[src/rtl/pe_uop_sequencer.sv]
// pe_uop_sequencer: job controller streaming MAC/bias/flush uops into one PE and returning its result; define PE_SEQ_TIMEOUT_EN to bound WAIT_RES by TIMEOUT cycles
module pe_uop_sequencer #(
    parameter int XLEN    = 32,
    parameter int LEN_W   = 16,
    parameter int TIMEOUT = 64
) (
    input  logic             clk,
    input  logic             rst,
    input  logic             job_valid,
    output logic             job_ready,
    input  logic [LEN_W-1:0] job_len,
    input  logic [XLEN-1:0]  job_bias,
    input  logic             op_valid,
    output logic             op_ready,
    input  logic [XLEN-1:0]  op_x,
    input  logic [XLEN-1:0]  op_w,
    output logic [XLEN-1:0]  pe_x,
    output logic [XLEN-1:0]  pe_weight,
    output logic             pe_in_valid,
    output logic             pe_calc_bias,
    output logic             pe_out_en,
    output logic             pe_flush,
    input  logic [XLEN-1:0]  pe_result_r,
    input  logic             pe_out_valid_r,
    input  logic             pe_illegal_uop,
    output logic             res_valid,
    input  logic             res_ready,
    output logic [XLEN-1:0]  res_data,
    output logic             res_err,
    output logic             busy
);
    typedef enum logic [2:0] {IDLE, MAC, BIAS, FLUSH, WAIT_RES, RESULT} state_t;
    state_t           state_q, state_d;
    logic [LEN_W-1:0] len_q, len_d, cnt_q, cnt_d;
    logic [XLEN-1:0]  bias_q, bias_d, data_q, data_d, x_q, x_d, w_q, w_d;
    logic             cap_q, cap_d, err_q, err_d;
    logic             iv_q, iv_d, cb_q, cb_d, oe_q, oe_d, fl_q, fl_d;
    logic             job_ready_q, op_ready_q, busy_q, res_valid_q;
    logic             tmo_hit;
`ifdef PE_SEQ_TIMEOUT_EN
    localparam int TW = $clog2(TIMEOUT + 1);
    logic [TW-1:0] tmo_q;
    assign tmo_hit = state_q == WAIT_RES && !cap_q && !pe_out_valid_r && tmo_q == TW'(TIMEOUT - 1);
    // count cycles spent in WAIT_RES, restarting on every entry
    always_ff @(posedge clk) begin
        if (rst) tmo_q <= '0;
        else     tmo_q <= state_q == WAIT_RES ? tmo_q + 1'b1 : '0;
    end
`else
    assign tmo_hit = 1'b0;
`endif
    // next-state, capture, sticky error and next uop selection
    always_comb begin
        state_d = state_q;
        len_d   = len_q;
        bias_d  = bias_q;
        cnt_d   = cnt_q;
        cap_d   = cap_q;
        data_d  = data_q;
        err_d   = err_q | (state_q != IDLE && state_q != RESULT && pe_illegal_uop);
        iv_d    = 1'b0;
        cb_d    = 1'b0;
        oe_d    = 1'b0;
        fl_d    = 1'b0;
        x_d     = '0;
        w_d     = '0;
        if ((state_q == FLUSH || state_q == WAIT_RES) && !cap_q && pe_out_valid_r) begin
            cap_d  = 1'b1;
            data_d = pe_result_r;
        end
        case (state_q)
            IDLE: if (job_valid) begin
                len_d   = job_len;
                bias_d  = job_bias;
                cnt_d   = '0;
                cap_d   = 1'b0;
                err_d   = 1'b0;
                data_d  = '0;
                state_d = job_len == '0 ? BIAS : MAC;
            end
            MAC: if (op_valid) begin
                iv_d    = 1'b1;
                x_d     = op_x;
                w_d     = op_w;
                cnt_d   = cnt_q + 1'b1;
                state_d = cnt_q == len_q - 1'b1 ? BIAS : MAC;
            end
            BIAS: begin
                iv_d    = 1'b1;
                cb_d    = 1'b1;
                oe_d    = 1'b1;
                x_d     = bias_q;
                w_d     = XLEN'(1);
                state_d = FLUSH;
            end
            FLUSH: begin
                fl_d    = 1'b1;
                state_d = WAIT_RES;
            end
            WAIT_RES: if (cap_q || pe_out_valid_r || tmo_hit) begin
                state_d = RESULT;
                err_d   = err_d | tmo_hit;
            end
            RESULT: state_d = res_ready ? IDLE : RESULT;
            default: state_d = IDLE;
        endcase
    end
    // single FSM register with all outputs registered from next state
    always_ff @(posedge clk) begin
        if (rst) begin
            state_q     <= IDLE;
            len_q       <= '0;
            bias_q      <= '0;
            cnt_q       <= '0;
            cap_q       <= 1'b0;
            data_q      <= '0;
            err_q       <= 1'b0;
            iv_q        <= 1'b0;
            cb_q        <= 1'b0;
            oe_q        <= 1'b0;
            fl_q        <= 1'b0;
            x_q         <= '0;
            w_q         <= '0;
            job_ready_q <= 1'b0;
            op_ready_q  <= 1'b0;
            busy_q      <= 1'b0;
            res_valid_q <= 1'b0;
        end else begin
            state_q     <= state_d;
            len_q       <= len_d;
            bias_q      <= bias_d;
            cnt_q       <= cnt_d;
            cap_q       <= cap_d;
            data_q      <= data_d;
            err_q       <= err_d;
            iv_q        <= iv_d;
            cb_q        <= cb_d;
            oe_q        <= oe_d;
            fl_q        <= fl_d;
            x_q         <= x_d;
            w_q         <= w_d;
            job_ready_q <= state_d == IDLE;
            op_ready_q  <= state_d == MAC;
            busy_q      <= state_d != IDLE;
            res_valid_q <= state_d == RESULT;
        end
    end
    assign job_ready    = job_ready_q;
    assign op_ready     = op_ready_q;
    assign busy         = busy_q;
    assign res_valid    = res_valid_q;
    assign res_data     = data_q;
    assign res_err      = err_q;
    assign pe_x         = x_q;
    assign pe_weight    = w_q;
    assign pe_in_valid  = iv_q;
    assign pe_calc_bias = cb_q;
    assign pe_out_en    = oe_q;
    assign pe_flush     = fl_q;
endmodule

[config.mk]
export PLATFORM = sky130hd
export DESIGN_NAME = pe_uop_sequencer
export DESIGN_NICKNAME = d
export VERILOG_FILES = /design/src/rtl/pe_uop_sequencer.sv
export SDC_FILE = /design/constraint.sdc
export NUM_CORES = 1
export LEC_CHECK = 0
export CORE_MARGIN = 4
export CORE_UTILIZATION = 43
export DETAILED_ROUTE_END_ITERATION = 6
export PLACE_DENSITY = 0.8
export SKIP_LAST_GASP = 1
export SYNTH_ARGS = -nofsm -noshare
export SYNTH_HDL_FRONTEND = slang
export SYNTH_SLANG_ARGS = --single-unit
export TNS_END_PERCENT = 100
[constraint.sdc]
create_clock -name clk -period 3.32 [get_ports clk]
set_clock_uncertainty 0.15 [all_clocks]
set_input_delay 0.664 -clock clk [delete_from_list [all_inputs] [get_ports clk]]
set_output_delay 0.664 -clock clk [all_outputs]
set_load 0.1 [all_outputs]
==> flow_summary.json <==
{
  "run_status": "complete, no violations",
  "hold_path_startpoint": "res_data[25]",
  "synth-seq-cells": 172,
  "cts_inserted_buffers": 17,
  "timing.rr.start": "len_q[0]",
  "globalRouteTotalUtil": 0.214,
  "hold_viol_final": 0,
  "synth.mux.area_fraction": 0.00157,
  "yosysWarnings": 0,
  "worst_hold_path_type": "flip-flop to flip-flop",
  "power_density_nw_per_um2": 496,
  "crit_arrival_ps": 2710,
  "cts_resized": 0,
  "number_of_antenna_violating_nets_in_the_routed_design": 0,
  "largest_net_degree_at_the_start_of_global_routing": 49,
  "layout.cell_area.non_filler_um2": 9430,
  "die_height_um": 130,
  "overflow": 0,
  "antennaDiodeCount": 0,
  "peakVddDrop_v": 0.000342,
  "slew_headroom": 0.461,
  "max_slew.worst_pin.slew_ps": 808,
  "final-setup-viol-count": 0,
  "post_syn_area_um2": 6390,
  "finalCriticalPeriod_ps": 2590,
  "io_buffers": 255,
  "clock_tree.buffer_depth": 2,
  "reg2regPathDepth": 9,
  "power_leakage_nw": 3.66,
  "synth.distinct_cells": 49,
  "startpoint_type": "flip-flop",
  "max_freq_mhz": 386,
  "number_of_design_rule_violations_left_after_detail_routing": 0,
  "yosysSeqAreaShare": 0.539,
  "first_pass_grt_wire_length_um": 28400,
  "route.detailed.wl_per_inst_um": 16.0,
  "routed_vias": 6053,
  "num-fill-cells": 1249,
  "cts.reportedPaths.clkPinSlew_ps": 70,
  "clock-sinks": 172,
  "synthAdderAreaFrac": 0.00391,
  "floorplan.core_area_um2": 14500,
  "worst-path-max-fanout": 8,
  "syn_area_per_cell_um2": 8.53,
  "h-tree-depth": 4,
  "timing.final.crit_share": 0.780,
  "dieWidth_um": 130,
  "clock_tree.root_cell": "sky130_fd_sc_hd__clkbuf_16",
  "setup_repair_after_global_routing_missed_its_margin": "no",
  "floorplan.die_area_um2": 16900,
  "drt-pass1-iter-count": 5,
  "ys_async_sr_fraction": 0,
  "setup.reg_to_reg.worst_slack_ps": 730,
  "synth-compound-area-share": 0.140,
  "worst_hold_path_cell_count": 2,
  "synth_top_family_by_area": "simple AND/OR/NAND/NOR gates",
  "postCtsSetupBuffers": 0,
  "synthesized_instance_count": 749,
  "cp_data_required_time_ps": 3440,
  "min_to": "res_data[25]",
  "rows": 44,
  "slew_violations": 0,
  "postSynthNetCount": 902,
  "postRouteWirelength_um": 18900,
  "setup-tns-final_ps": 0,
  "cp-end-kind": "flip-flop",
  "critical_path_class": "flip-flop to flip-flop",
  "drive_gt1_frac": 0.160,
  "worst_skew_late_latency_ps": 420,
  "synth_top_flop_cell": "sky130_fd_sc_hd__dfxtp_1",
  "postPlaceCellArea_um2": 8860,
  "place.gp.congestion": 0.853,
  "finish.net_count": 1138,
  "cts_tree": "done",
  "drt-initial-drc-count": 311,
  "initial_utilization": 0.440,
  "cts_hold_buffers": 0,
  "hold_ws_ps": 305,
  "grt_antenna_before_repair": 0,
  "synthSimpleGateAreaFrac": 0.239,
  "place.detailed.hpwl_um": 13700,
  "crit-reg2reg-capture": "state_q[0]",
  "cap_viol_max_count": 0,
  "number_of_global_route_vias_before_repair": 5432,
  "synth_edf_count": 0,
  "syn2layout_area_growth_pct": 47.5,
  "post-layout-total-power_w": 0.00468,
  "synth_xor_area_frac": 0.0425,
  "io-pin-count": 256,
  "post_drt_via_cell_ratio": 5.12
}
[report_power, final]
group / switching (W) / leakage (nW) / internal, W / total, W
combinational: 0.000330 / 1.99 / 0.000285 / 0.000615
clock: 0.000904 / 0.273 / 0.000999 / 0.00190
sequential: 0.0000422 / 1.40 / 0.00212 / 0.00216
[worst max-delay path, cell delays in order, from the launching register on]
cell,delay [ps]
sky130_fd_sc_hd__dfxtp_1,400
sky130_fd_sc_hd__inv_1,90
sky130_fd_sc_hd__ha_1,220
sky130_fd_sc_hd__nor4b_1,580
sky130_fd_sc_hd__nand2_1,190
sky130_fd_sc_hd__nor3_1,210
sky130_fd_sc_hd__xnor2_1,90
sky130_fd_sc_hd__nor4_1,240
sky130_fd_sc_hd__buf_4,200
sky130_fd_sc_hd__a211oi_1,60
[metal layers]
metal | wire (um) | vias up | global-route usage
met1 | 7380 | 2805 | 0.257
met5 | 0 | - | 0
met4 | 425 | 0 | 0.0813
met2 | 9250 | 246 | 0.360
met3 | 1810 | 25 | 0.0688
li1 | - | 2977 | -
[area by class of cell]
type / instances / area, um2 / share of cell area
Clock buffer: 17 / 425 / 0.0451
Clock inverter: 15 / 143 / 0.0151
Inverter: 6 / 22.5 / 0.00239
Timing Repair Buffer: 267 / 2400 / 0.255
Sequential cell: 172 / 3440 / 0.365
Multi-Input combinational cell: 521 / 2760 / 0.293
Tap cell: 184 / 230 / 0.0244
[flip-flops by register name, summed over array words and instances, names as in the netlist, 3 cells and up]
| name | cells |
|---|---|
| cnt_q | 16 |
| len_q | 16 |
| state_q | 3 |
| bias_q | 32 |
| res_data | 32 |
| pe_weight | 32 |
| pe_x | 32 |
[cell usage in the layout, fill, tap and decap left out, types with 2 or more instances in the layout]
| master | count |
|---|---|
| sky130_fd_sc_hd__inv_6 | 4 |
| sky130_fd_sc_hd__and3b_1 | 2 |
| sky130_fd_sc_hd__clkinv_4 | 2 |
| sky130_fd_sc_hd__buf_4 | 115 |
| sky130_fd_sc_hd__o211ai_1 | 3 |
| sky130_fd_sc_hd__inv_1 | 6 |
| sky130_fd_sc_hd__clkbuf_16 | 17 |
| sky130_fd_sc_hd__or2_2 | 2 |
| sky130_fd_sc_hd__dfxtp_1 | 172 |
| sky130_fd_sc_hd__xor2_1 | 12 |
| sky130_fd_sc_hd__nor4b_1 | 3 |
| sky130_fd_sc_hd__a21oi_1 | 91 |
| sky130_fd_sc_hd__nand2b_1 | 4 |
| sky130_fd_sc_hd__or3_1 | 4 |
| sky130_fd_sc_hd__clkinvlp_4 | 3 |
| sky130_fd_sc_hd__nor2b_1 | 5 |
| sky130_fd_sc_hd__nor3_1 | 10 |
| sky130_fd_sc_hd__o21ai_0 | 7 |
| sky130_fd_sc_hd__nor2_1 | 64 |
| sky130_fd_sc_hd__and3_1 | 2 |
| sky130_fd_sc_hd__a31oi_1 | 4 |
| sky130_fd_sc_hd__nand3_1 | 6 |
| sky130_fd_sc_hd__o2111a_1 | 2 |
| sky130_fd_sc_hd__and2_1 | 33 |
| sky130_fd_sc_hd__xnor2_1 | 19 |
| sky130_fd_sc_hd__inv_8 | 6 |
| sky130_fd_sc_hd__nor4_1 | 6 |
| sky130_fd_sc_hd__nor3b_1 | 2 |
| sky130_fd_sc_hd__a22oi_1 | 32 |
| sky130_fd_sc_hd__a21o_1 | 3 |
| sky130_fd_sc_hd__nand4_1 | 6 |
| sky130_fd_sc_hd__buf_12 | 2 |
| sky130_fd_sc_hd__clkdlybuf4s50_1 | 149 |
| sky130_fd_sc_hd__nand2_1 | 177 |
| sky130_fd_sc_hd__ha_1 | 2 |
[stage by stage]
stage	worst slack, ps	utilization	cells
after floorplan	964	-	749
after global placement	577	0.610	1150
after detailed placement	552	0.610	1150
after CTS	809	0.649	1182
after global routing	576	0.649	1182
final	730	0.649	1182
[kinds of logic after synthesis]
logic type / after synthesis
buffers and inverters: 56
adder cells (fa/ha/maj): 2
AND/OR/NAND/NOR: 337
XOR/XNOR: 31
AO/OA/AOI/OAI: 150
flip-flops: 172
multiplexers: 1
[synthesized netlist by cell type, types with 2 or more instances]
cell type	count	area, um2
sky130_fd_sc_hd__a21o_1	3	22.5
sky130_fd_sc_hd__a21oi_1	91	455
sky130_fd_sc_hd__a22oi_1	32	240
sky130_fd_sc_hd__a31oi_1	4	25.0
sky130_fd_sc_hd__and2_1	33	206
sky130_fd_sc_hd__and3_1	2	12.5
sky130_fd_sc_hd__and3b_1	2	17.5
sky130_fd_sc_hd__buf_1	7	26.3
sky130_fd_sc_hd__clkbuf_1	40	150
sky130_fd_sc_hd__dfxtp_1	172	3440
sky130_fd_sc_hd__ha_1	2	25.0
sky130_fd_sc_hd__inv_1	6	22.5
sky130_fd_sc_hd__nand2_1	177	664
sky130_fd_sc_hd__nand2b_1	4	25.0
sky130_fd_sc_hd__nand3_1	7	35.0
sky130_fd_sc_hd__nand4_1	6	37.5
sky130_fd_sc_hd__nor2_1	65	244
sky130_fd_sc_hd__nor2b_1	5	31.3
sky130_fd_sc_hd__nor3_1	11	55.1
sky130_fd_sc_hd__nor3b_1	2	15.0
sky130_fd_sc_hd__nor4_1	6	37.5
sky130_fd_sc_hd__nor4b_1	3	26.3
sky130_fd_sc_hd__o2111a_1	2	22.5
sky130_fd_sc_hd__o211ai_1	3	22.5
sky130_fd_sc_hd__o21ai_0	7	35.0
sky130_fd_sc_hd__or2_2	2	12.5
sky130_fd_sc_hd__or3_1	4	25.0
sky130_fd_sc_hd__xnor2_1	19	166
sky130_fd_sc_hd__xor2_1	12	105
[worst max path at each step]
stage | startpoint | end | slack [ps]
floorplan | len_q[2] | state_q[0] | 960
finish | len_q[0] | state_q[0] | 730
global placement | job_len[12] | op_ready | 580
CTS | len_q[2] | state_q[0] | 810
global route | len_q[0] | state_q[0] | 580
detailed placement | job_valid | op_ready | 550
No activity file was read; power rests on OpenSTA's default activity.
